==> config.mk <==
export PLATFORM = sky130hd
export DESIGN_NAME = lsu_flat
export DESIGN_NICKNAME = d
export VERILOG_FILES = /design/src/rtl/riscv_pkg.sv /design/src/rtl/lsu_if.sv /design/src/rtl/load_extend.sv /design/src/rtl/lsu.sv /design/src/flat_wrapper.sv
export SDC_FILE = /design/constraint.sdc
export NUM_CORES = 1
export LEC_CHECK = 0
export ABC_AREA = 1
export CORE_ASPECT_RATIO = 0.5
export CORE_MARGIN = 4
export CORE_UTILIZATION = 45
export CTS_CLUSTER_DIAMETER = 40
export DETAILED_ROUTE_END_ITERATION = 10
export PLACE_DENSITY = 0.81
export SLEW_MARGIN = 15
export SYNTH_ARGS = -nofsm -noshare
export SYNTH_HDL_FRONTEND = slang
export SYNTH_SLANG_ARGS = --single-unit
==> constraint.sdc <==
create_clock -name clk -period 1.66 [get_ports clk]
set_input_delay 0.166 -clock clk [delete_from_list [all_inputs] [get_ports clk]]
set_output_delay 0.166 -clock clk [all_outputs]
set_load 0.01 [all_outputs]
==> src/rtl/riscv_pkg.sv <==
// RV32 load/store funct3 encodings, LSU state encoding and an alignment helper.
package riscv_pkg;

    localparam logic [2:0] F3_LB  = 3'b000;
    localparam logic [2:0] F3_LH  = 3'b001;
    localparam logic [2:0] F3_LW  = 3'b010;
    localparam logic [2:0] F3_LBU = 3'b100;
    localparam logic [2:0] F3_LHU = 3'b101;

    localparam logic [2:0] F3_SB  = 3'b000;
    localparam logic [2:0] F3_SH  = 3'b001;
    localparam logic [2:0] F3_SW  = 3'b010;

    typedef enum logic [1:0] {
        LSU_IDLE = 2'd0,
        LSU_REQ  = 2'd1,
        LSU_WAIT = 2'd2,
        LSU_DONE = 2'd3
    } lsu_state_e;

    // size is funct3[1:0]: 01 halfword, 10 word; byte accesses are always aligned
    function automatic logic is_misaligned(input logic [1:0] size, input logic [1:0] a);
        return ((size == 2'b01) && a[0]) || ((size == 2'b10) && (a != 2'b00));
    endfunction

endpackage

==> src/rtl/lsu_if.sv <==
// Data-bus interface between the LSU (master) and the memory system (slave).
interface lsu_if;
    logic        dreq;
    logic        dwe;
    logic [31:0] daddr;
    logic [3:0]  dbe;
    logic [31:0] dwdata;
    logic        dgnt;
    logic        drvalid;
    logic [31:0] drdata;

    modport master (
        output dreq, dwe, daddr, dbe, dwdata,
        input  dgnt, drvalid, drdata
    );

    modport slave (
        input  dreq, dwe, daddr, dbe, dwdata,
        output dgnt, drvalid, drdata
    );
endinterface

==> src/rtl/load_extend.sv <==
// Selects the addressed byte/halfword of a read word and sign- or zero-extends it.
module load_extend
    import riscv_pkg::*;
(
    input  logic [31:0] word_i,
    input  logic [1:0]  addr_i,
    input  logic [2:0]  funct3_i,
    output logic [31:0] result_o
);

    logic signed [7:0]  byte_s;
    logic signed [15:0] half_s;

    always_comb begin
        case (addr_i)
            2'd0:    byte_s = word_i[7:0];
            2'd1:    byte_s = word_i[15:8];
            2'd2:    byte_s = word_i[23:16];
            default: byte_s = word_i[31:24];
        endcase
        half_s = addr_i[1] ? word_i[31:16] : word_i[15:0];

        case (funct3_i)
            F3_LB:   result_o = 32'(byte_s);
            F3_LH:   result_o = 32'(half_s);
            F3_LW:   result_o = word_i;
            F3_LBU:  result_o = {24'd0, byte_s};
            F3_LHU:  result_o = {16'd0, half_s};
            default: result_o = '0;
        endcase
    end

endmodule

==> src/rtl/lsu.sv <==
// Load/store unit: one bus access at a time, stalling the pipeline until it finishes.
// Define LSU_TIMEOUT_EN to abort an access after BUS_TIMEOUT cycles with BusErrM.
module lsu
    import riscv_pkg::*;
#(
    parameter int unsigned BUS_TIMEOUT = 16
) (
    input  logic        clk,
    input  logic        reset,
    input  logic        MemReadM,
    input  logic        MemWriteM,
    input  logic [2:0]  funct3M,
    input  logic [31:0] ALUResultM,
    input  logic [31:0] WriteDataM,
    output logic [31:0] ReadDataM,
    output logic        StallM,
    output logic        MisalignM,
    output logic        BusErrM,
    lsu_if.master       dbus
);

    if (BUS_TIMEOUT == 0) begin : g_bad_timeout
        $error("lsu: BUS_TIMEOUT must be non-zero");
    end

    lsu_state_e  state_q, state_d;
    logic [31:0] daddr_q, dwdata_q, rdata_q;
    logic [3:0]  dbe_q;
    logic        dwe_q;
    logic [2:0]  f3_q;
    logic [1:0]  alo_q;

    logic        mem_op, misaligned, start, capture, busy, timeout, tmo_err;
    logic        stall, mis;
    logic [3:0]  be_d;
    logic [31:0] wdata_d, ext_data;

    assign mem_op     = MemReadM | MemWriteM;
    assign misaligned = is_misaligned(funct3M[1:0], ALUResultM[1:0]);
    assign busy       = (state_q == LSU_REQ) || (state_q == LSU_WAIT);
    assign capture    = (state_q == LSU_WAIT) && dbus.drvalid;

    // Loads read the whole word; stores replicate the data across every lane
    always_comb begin
        be_d    = 4'b1111;
        wdata_d = '0;
        if (MemWriteM) begin
            case (funct3M)
                F3_SB: begin
                    be_d    = 4'b0001 << ALUResultM[1:0];
                    wdata_d = {4{WriteDataM[7:0]}};
                end
                F3_SH: begin
                    be_d    = 4'b0011 << ALUResultM[1:0];
                    wdata_d = {2{WriteDataM[15:0]}};
                end
                F3_SW: begin
                    be_d    = 4'b1111;
                    wdata_d = WriteDataM;
                end
                default: begin
                    be_d    = 4'b0000;
                    wdata_d = '0;
                end
            endcase
        end
    end

    always_comb begin
        state_d = state_q;
        stall   = 1'b0;
        mis     = 1'b0;
        start   = 1'b0;
        case (state_q)
            LSU_IDLE: begin
                if (mem_op) begin
                    if (misaligned) begin
                        mis = 1'b1;
                    end else begin
                        stall   = 1'b1;
                        start   = 1'b1;
                        state_d = LSU_REQ;
                    end
                end
            end
            LSU_REQ: begin
                stall = 1'b1;
                if (timeout)        state_d = LSU_DONE;
                else if (dbus.dgnt) state_d = LSU_WAIT;
            end
            LSU_WAIT: begin
                stall = 1'b1;
                if (dbus.drvalid || timeout) state_d = LSU_DONE;
            end
            LSU_DONE: state_d = LSU_IDLE;
            default:  state_d = LSU_IDLE;
        endcase
    end

    always_ff @(posedge clk or negedge reset) begin
        if (!reset) begin
            state_q  <= LSU_IDLE;
            daddr_q  <= '0;
            dbe_q    <= '0;
            dwe_q    <= 1'b0;
            dwdata_q <= '0;
            f3_q     <= '0;
            alo_q    <= '0;
            rdata_q  <= '0;
        end else begin
            state_q <= state_d;
            if (start) begin
                daddr_q  <= {ALUResultM[31:2], 2'b00};
                dbe_q    <= be_d;
                dwe_q    <= MemWriteM;
                dwdata_q <= wdata_d;
                f3_q     <= funct3M;
                alo_q    <= ALUResultM[1:0];
            end
            if (capture) rdata_q <= dbus.drdata;
        end
    end

`ifdef LSU_TIMEOUT_EN
    localparam int CNT_W = $clog2(BUS_TIMEOUT + 1);

    logic [CNT_W-1:0] cnt_q;
    logic             tmo_err_q;

    assign timeout = busy && (cnt_q == CNT_W'(BUS_TIMEOUT - 1));

    // A read that completes in the expiry cycle still counts as a success
    always_ff @(posedge clk or negedge reset) begin
        if (!reset) begin
            cnt_q     <= '0;
            tmo_err_q <= 1'b0;
        end else begin
            if (start)     cnt_q <= '0;
            else if (busy) cnt_q <= cnt_q + 1'b1;
            if (start)                    tmo_err_q <= 1'b0;
            else if (timeout && !capture) tmo_err_q <= 1'b1;
        end
    end

    assign tmo_err = tmo_err_q;
    assign BusErrM = (state_q == LSU_DONE) && tmo_err_q;
`else
    assign timeout = 1'b0;
    assign tmo_err = 1'b0;
    assign BusErrM = 1'b0;
`endif

    load_extend u_load_extend (
        .word_i   (rdata_q),
        .addr_i   (alo_q),
        .funct3_i (f3_q),
        .result_o (ext_data)
    );

    assign ReadDataM = (state_q == LSU_DONE && !dwe_q && !tmo_err) ? ext_data : '0;
    assign StallM    = reset & stall;
    assign MisalignM = reset & mis;

    assign dbus.dreq   = (state_q == LSU_REQ);
    assign dbus.dwe    = dwe_q;
    assign dbus.daddr  = daddr_q;
    assign dbus.dbe    = dbe_q;
    assign dbus.dwdata = dwdata_q;

endmodule

==> src/flat_wrapper.sv <==
// flat-port wrapper written by rule: the top's interface ports become plain ports
module lsu_flat import riscv_pkg::*;
#(
    parameter int unsigned BUS_TIMEOUT = 16
)
  (clk, reset, MemReadM, MemWriteM, funct3M, ALUResultM, WriteDataM, ReadDataM, StallM, MisalignM, BusErrM, dbus_dreq, dbus_dwe, dbus_daddr, dbus_dbe, dbus_dwdata, dbus_dgnt, dbus_drvalid, dbus_drdata);
  lsu_if dbus_i ();
  input  logic clk;
  input  logic reset;
  input  logic MemReadM;
  input  logic MemWriteM;
  input  logic [2:0] funct3M;
  input  logic [31:0] ALUResultM;
  input  logic [31:0] WriteDataM;
  output logic [31:0] ReadDataM;
  output logic StallM;
  output logic MisalignM;
  output logic BusErrM;
  output wire logic [$bits(dbus_i.dreq)-1:0] dbus_dreq;
  output wire logic [$bits(dbus_i.dwe)-1:0] dbus_dwe;
  output wire logic [$bits(dbus_i.daddr)-1:0] dbus_daddr;
  output wire logic [$bits(dbus_i.dbe)-1:0] dbus_dbe;
  output wire logic [$bits(dbus_i.dwdata)-1:0] dbus_dwdata;
  input wire logic [$bits(dbus_i.dgnt)-1:0] dbus_dgnt;
  input wire logic [$bits(dbus_i.drvalid)-1:0] dbus_drvalid;
  input wire logic [$bits(dbus_i.drdata)-1:0] dbus_drdata;
  assign dbus_dreq = dbus_i.dreq;
  assign dbus_dwe = dbus_i.dwe;
  assign dbus_daddr = dbus_i.daddr;
  assign dbus_dbe = dbus_i.dbe;
  assign dbus_dwdata = dbus_i.dwdata;
  assign dbus_i.dgnt = dbus_dgnt;
  assign dbus_i.drvalid = dbus_drvalid;
  assign dbus_i.drdata = dbus_drdata;
  lsu #(.BUS_TIMEOUT(BUS_TIMEOUT)) u_core (.clk(clk), .reset(reset), .MemReadM(MemReadM), .MemWriteM(MemWriteM), .funct3M(funct3M), .ALUResultM(ALUResultM), .WriteDataM(WriteDataM), .ReadDataM(ReadDataM), .StallM(StallM), .MisalignM(MisalignM), .BusErrM(BusErrM), .dbus(dbus_i));
endmodule
# Word-level counts from Yosys, hierarchy flattened

Cells that the tools add are included.

Register bits: 106
Latch bits: 0
RAM bits: 0
ROM bits: 0
Input bits: 105
Output and inout port bits: 105
Logic and storage cells: 63
Memories kept: 0

Add/sub/neg operators: 0
Multiply operators: 0
Divide/modulo/power cells: 0
Magnitude comparators: 0
Equality and inequality tests: 17
Shifts and indexed selects: 2
Mux-type cells: 20
Bitwise operators: 3
Reduce and logical (&&, ||, !) cells: 13

Operators by type and width:

| kind                                                   | count |
|---|---|
| one-hot mux 32 bit (5 select lines)                    | 1 |
| one-hot mux 32 bit (3 select lines)                    | 1 |
| two-way mux 32 bit                                     | 2 |
| one-hot mux 8 bit (3 select lines)                     | 1 |
| two-way mux 16 bit                                     | 1 |
| one-hot mux 4 bit (3 select lines)                     | 1 |
| equality test 2 bit (second input constant)            | 4 |
| two-way mux 2 bit                                      | 4 |
| one-hot mux 2 bit (4 select lines)                     | 1 |
| equality test 2 x 1 -> 1 bit (second input constant)   | 3 |
| equality test 3 x 1 -> 1 bit (second input constant)   | 2 |
| equality test 3 x 2 -> 1 bit (second input constant)   | 2 |
| equality test 3 bit (second input constant)            | 2 |
| logical NOT 3 bit                                      | 2 |
| two-way mux 1 bit                                      | 6 |
| logical AND 1 bit                                      | 4 |
| logical NOT 2 bit                                      | 2 |
| two-way mux 4 bit                                      | 1 |
| inequality test 2 x 1 -> 1 bit (second input constant) | 2 |
| inequality test 2 bit (second input constant)          | 2 |
| AND reduction 4 bit                                    | 1 |
| << shifter 1 x 2 -> 4 bit (first input constant)       | 1 |
| << shifter 2 x 2 -> 4 bit (first input constant)       | 1 |
| AND 1 bit                                              | 2 |
| other kinds (6)                                        | 6 |

# Depth between registers and ports, before layout

Depth after elaboration: 7
Mapped depth: 9
Depth with buffers taken out: 8

# By module

From an unflattened synthesis, not the netlist that was laid out.

Cell total of the unflattened synthesis: 765
Area total of the unflattened synthesis: 5939.4 um^2

By module, submodules not included:

| module      | instances | cells an instance | area an instance (um^2) | sequential area each (um^2) |
|---|---|---|---|---|
| lsu         | 1         | 560               | 4909.7                  | 2652.5 |
| load_extend | 1         | 205               | 1029.7                  | 0.0 |

# Least setup slack after synthesis

No wires, ideal clock.

Path type: register -> output
Start point: register u_core.f3_q[0]
End point: output ReadDataM[11]
Arrival time: 1.347 ns
Data required time: 1.494 ns
Path slack: 0.147 ns
Stages on the path, launching flop included: 5
Path buffers: 1
Cells stage by stage: dfrtp_1 nor2_1 nand4_4 clkbuf_8 a21oi_1

Word-level cells in the longest chain between the ends: 3
Elaborated cells on any way between the ends: 7
Classes of those cells: 4 x eq/ne; 2 x mux; 1 x reduce/logical

RTL lines:

| item                                        | RTL line           | text |
|---|---|---|
| start: declaration                          | lsu.sv:30          | `logic [2:0] f3_q;` |
| start signal: assignment                    | lsu.sv:117         | `f3_q <= funct3M;` |
| equality test 3 bit (tied with other cells) | load_extend.sv:23  | `case (funct3_i)` |
| one-hot mux 32 bit (5 select lines) (*)     | load_extend.sv:23  |  |
| two-way mux 32 bit (*)                      | lsu.sv:160         | `assign ReadDataM = (state_q == LSU_DONE && !dwe_q && !tmo_err) ? ext_data : '0;` |
| end: declaration                            | flat_wrapper.sv:15 | `output logic [31:0] ReadDataM;` |

Every way passes the cells marked *; elsewhere a longest branch is shown, timed or not.

# Final worst setup path

Start point: register u_core.f3_q[1]
End point: output ReadDataM[16]

Same word-level chain as after synthesis.

==> results_dict.tcl <==
set metrics [dict create \
    status "finished with violations" \
    violations "negative setup slack" \
    setup_viol 33 \
    syn_inst 774 \
    grt_max_degree 67 \
    fmax_mhz 485 \
    period_needed_ns 2.06 \
    fin_util_pct 75.4 \
    vias 6263 \
    slowest_stage "dfrtp_2" \
    powerDensity_nw_per_um2 1740 \
    final_nets 1155 \
    drv_slew 0 \
    h-tree-depth 3 \
    drt-total-wl_um 19900 \
    clockRootBuffer "clkbuf_16" \
    io_buffers 206 \
    core_um2 12100 \
    clk_path_buf_depth 2 \
    startpoint "u_core.f3_q[1]" \
    viasPerCell 5.15 \
    crit_arrival_ns 1.90 \
    clkSlewWorstSetupHoldPaths_ns 0.08 \
    path_cells "inv_1, nand2_1, nor2_1, and2_4, buf_4, nor2_1, a21oi_2, buf_2" \
    ir_drop_v 0.000783 \
    worstReg2RegEnd "u_core.rdata_q[5]" \
    holdCritStartpoint "ALUResultM[4]" \
    crit_family "simple AND/OR/NAND/NOR gates" \
    ys_types 31 \
    drv_cap 0 \
    holdWs_ns 0.339 \
    worstPathRequired_ns 1.49 \
    grt_overflow 0 \
    critPathMostFrequentCell "nor2_1" \
    cts.sinks 106 \
    hp-class "input pin to register" \
    first_global_vias 6329 \
    drc 0 \
    final_common_cell "nand2_1" \
    wire_per_inst_um 16.4 \
    path_class "register to output pin" \
    holdPathStages 3 \
    worst_pin_slew_ns 0.828 \
    crit_path_max_fanout 5 \
    place_congestion 0.887 \
    drtIter0Drc 456 \
    clock-skew-final_ns 0.00727 \
    slew_headroom_pct 44.8 \
    r2r-start "u_core.state_q[0]" \
    die_w_um 167 \
    grt_pass1_wl_um 30500 \
    antenna_found_initial 0 \
    rows 28 \
    end_kind "output pin" \
    syn_to_final_growth_pct 60.2 \
    synth.cell_area_um2 5680 \
    period_share_pct 124 \
    ys_seq_elements 106 \
    rr_worst_depth 7 \
    layout_common_cells "nand2_1, clkdlybuf4s50_1, dfrtp_1" \
    rrSetupSlack_ns 0.07 \
    seq_area_frac_synth_pct 46.7 \
    antenna_cells 0 \
    start_util_pct 47.1 \
    ys_warn_count 0 \
    cts-buffers-inserted 9 \
    synth_area_leaders "dfrtp_1, nand2_1, nor2_1, a21oi_1, inv_1" \
    ios 210 \
    die_height_um 87.4 \
    min_to "u_core.dbus.daddr[4]" \
    drive_above_1_share_pct 22.1 \
    clock_latency_ns 0.35 \
    leakagePower_uw 0.00448 \
    tritoncts "built" \
    startpoint_type "register" \
    path_buf_inv 3 \
    synth_top_area_share_pct 46.7 \
    dieArea_um2 14600 \
    ant_nets 0 \
    slowest_delay_ns 0.48 \
    rsz0062_at_grt "true" \
    drt_first_pass_iters 6 \
    hold_violations 0 \
    grt_util_all_layers_pct 25.8 \
    synth_top_area_cell "dfrtp_1" \
    detailed_place_hpwl_um 13000 \
    avgSynthCellArea_um2 7.33 \
    setup_slack_ns -0.402 \
]
-- cells by family (layout without fill, tap and decap cells) --
family / count (synthesis) / after routing / synth area share (%)
simple gates: 446 / 446 / 31.9
flops: 106 / 106 / 46.7
buf+inv: 105 / 379 / 9.02
compound gates: 103 / 103 / 9.59
mux: 8 / 8 / 1.59
fa+ha+maj: 5 / 5 / 1.10
other cells: 1 / 3 / 0.0661
-- worst reg2reg max path: cells and delay by family (launching register included) --
kind                     cells  cell delay, ns
buffers and inverters        4            0.49
flip-flops                   1            0.40
multiplexers                 1            0.32
adder cells (fa/ha/maj)      1            0.18
AND/OR/NAND/NOR              1            0.10
-- registers in the layout, indices dropped and copies added, names as in the netlist --
name	cells
u_core.rdata_q	32
u_core.dbus.dwe	1
u_core.dbus.dwdata	32
u_core.f3_q	3
u_core.alo_q	2
u_core.dbus.dbe	4
u_core.dbus.daddr	30
u_core.state_q	2
-- metrics by stage --
step	worst slack, ns	power [uW]	std cells	cell area, um^2	setup TNS, ns
after floorplan	0.147	8230	776	5680	0
after global placement	-0.321	11700	1174	8270	-13.71
after detailed placement	-0.416	11900	1174	8270	-16.14
after CTS	-0.269	15100	1204	8830	-7.48
after global routing	-0.428	16900	1215	9090	-11.83
final	-0.402	15900	1215	9090	-9.60
-- layer usage --
metal | share of wire (%) | global-route usage, %
met1 | 39 | 29.3
met2 | 50 | 46.4
met3 | 7.1 | 6.57
met4 | 4.2 | 12.5
met5 | 0 | 0
-- synth_stat cells (all sizes together) --
cell	number
a21boi	8
a21oi	60
and2	1
buf	31
clkbuf	10
conb	1
dfrtp	106
ha	5
inv	64
mux2	8
nand2	307
nand3	42
nand4	8
nor2	84
nor3	3
o211ai	2
o21a	1
o21ai	31
o22ai	1
or2	1
-- how the worst max path moves through the flow --
stage	endpoint	slack [ns]	depth (start not counted)
2_1_floorplan	ReadDataM[11]	0.15	4
3_3_place_gp	ReadDataM[19]	-0.32	8
3_5_place_dp	ReadDataM[25]	-0.42	8
4_1_cts	ReadDataM[25]	-0.27	7
5_1_grt	ReadDataM[7]	-0.43	7
6_report	ReadDataM[16]	-0.40	8
-- what timing repair did --
| action | CTS | global route |
|---|---|---|
| hold endpoints to repair | 40 | 0 |
| endpoints found under the setup margin | 74 | 94 |
| cloned | 2 | 2 |
| hold buffers | 1 | 0 |
| setup buffers | 11 | 9 |
| gates resized for setup | 212 | 35 |
| pin swaps | 12 | 6 |
-- report_power, final --
group	total [uW]	switching (uW)	internal (uW)	leakage, uW
clock network	2250	1040	1200	0.000154
registers	4470	780	3690	0.00130
logic	9140	4780	4360	0.00303
-- final cells by class --
| type | instances | area, um^2 |
|---|---|---|
| Timing Repair Buffer | 299 | 2850 |
| Multi-Input combinational cell | 565 | 2820 |
| Clock inverter | 7 | 86.3 |
| Tap cell | 165 | 206 |
| Inverter | 64 | 248 |
| Sequential cell | 106 | 2660 |
| Fill cell | 874 | 2960 |
| Clock buffer | 9 | 225 |
(Power assumes the default switching activity.)
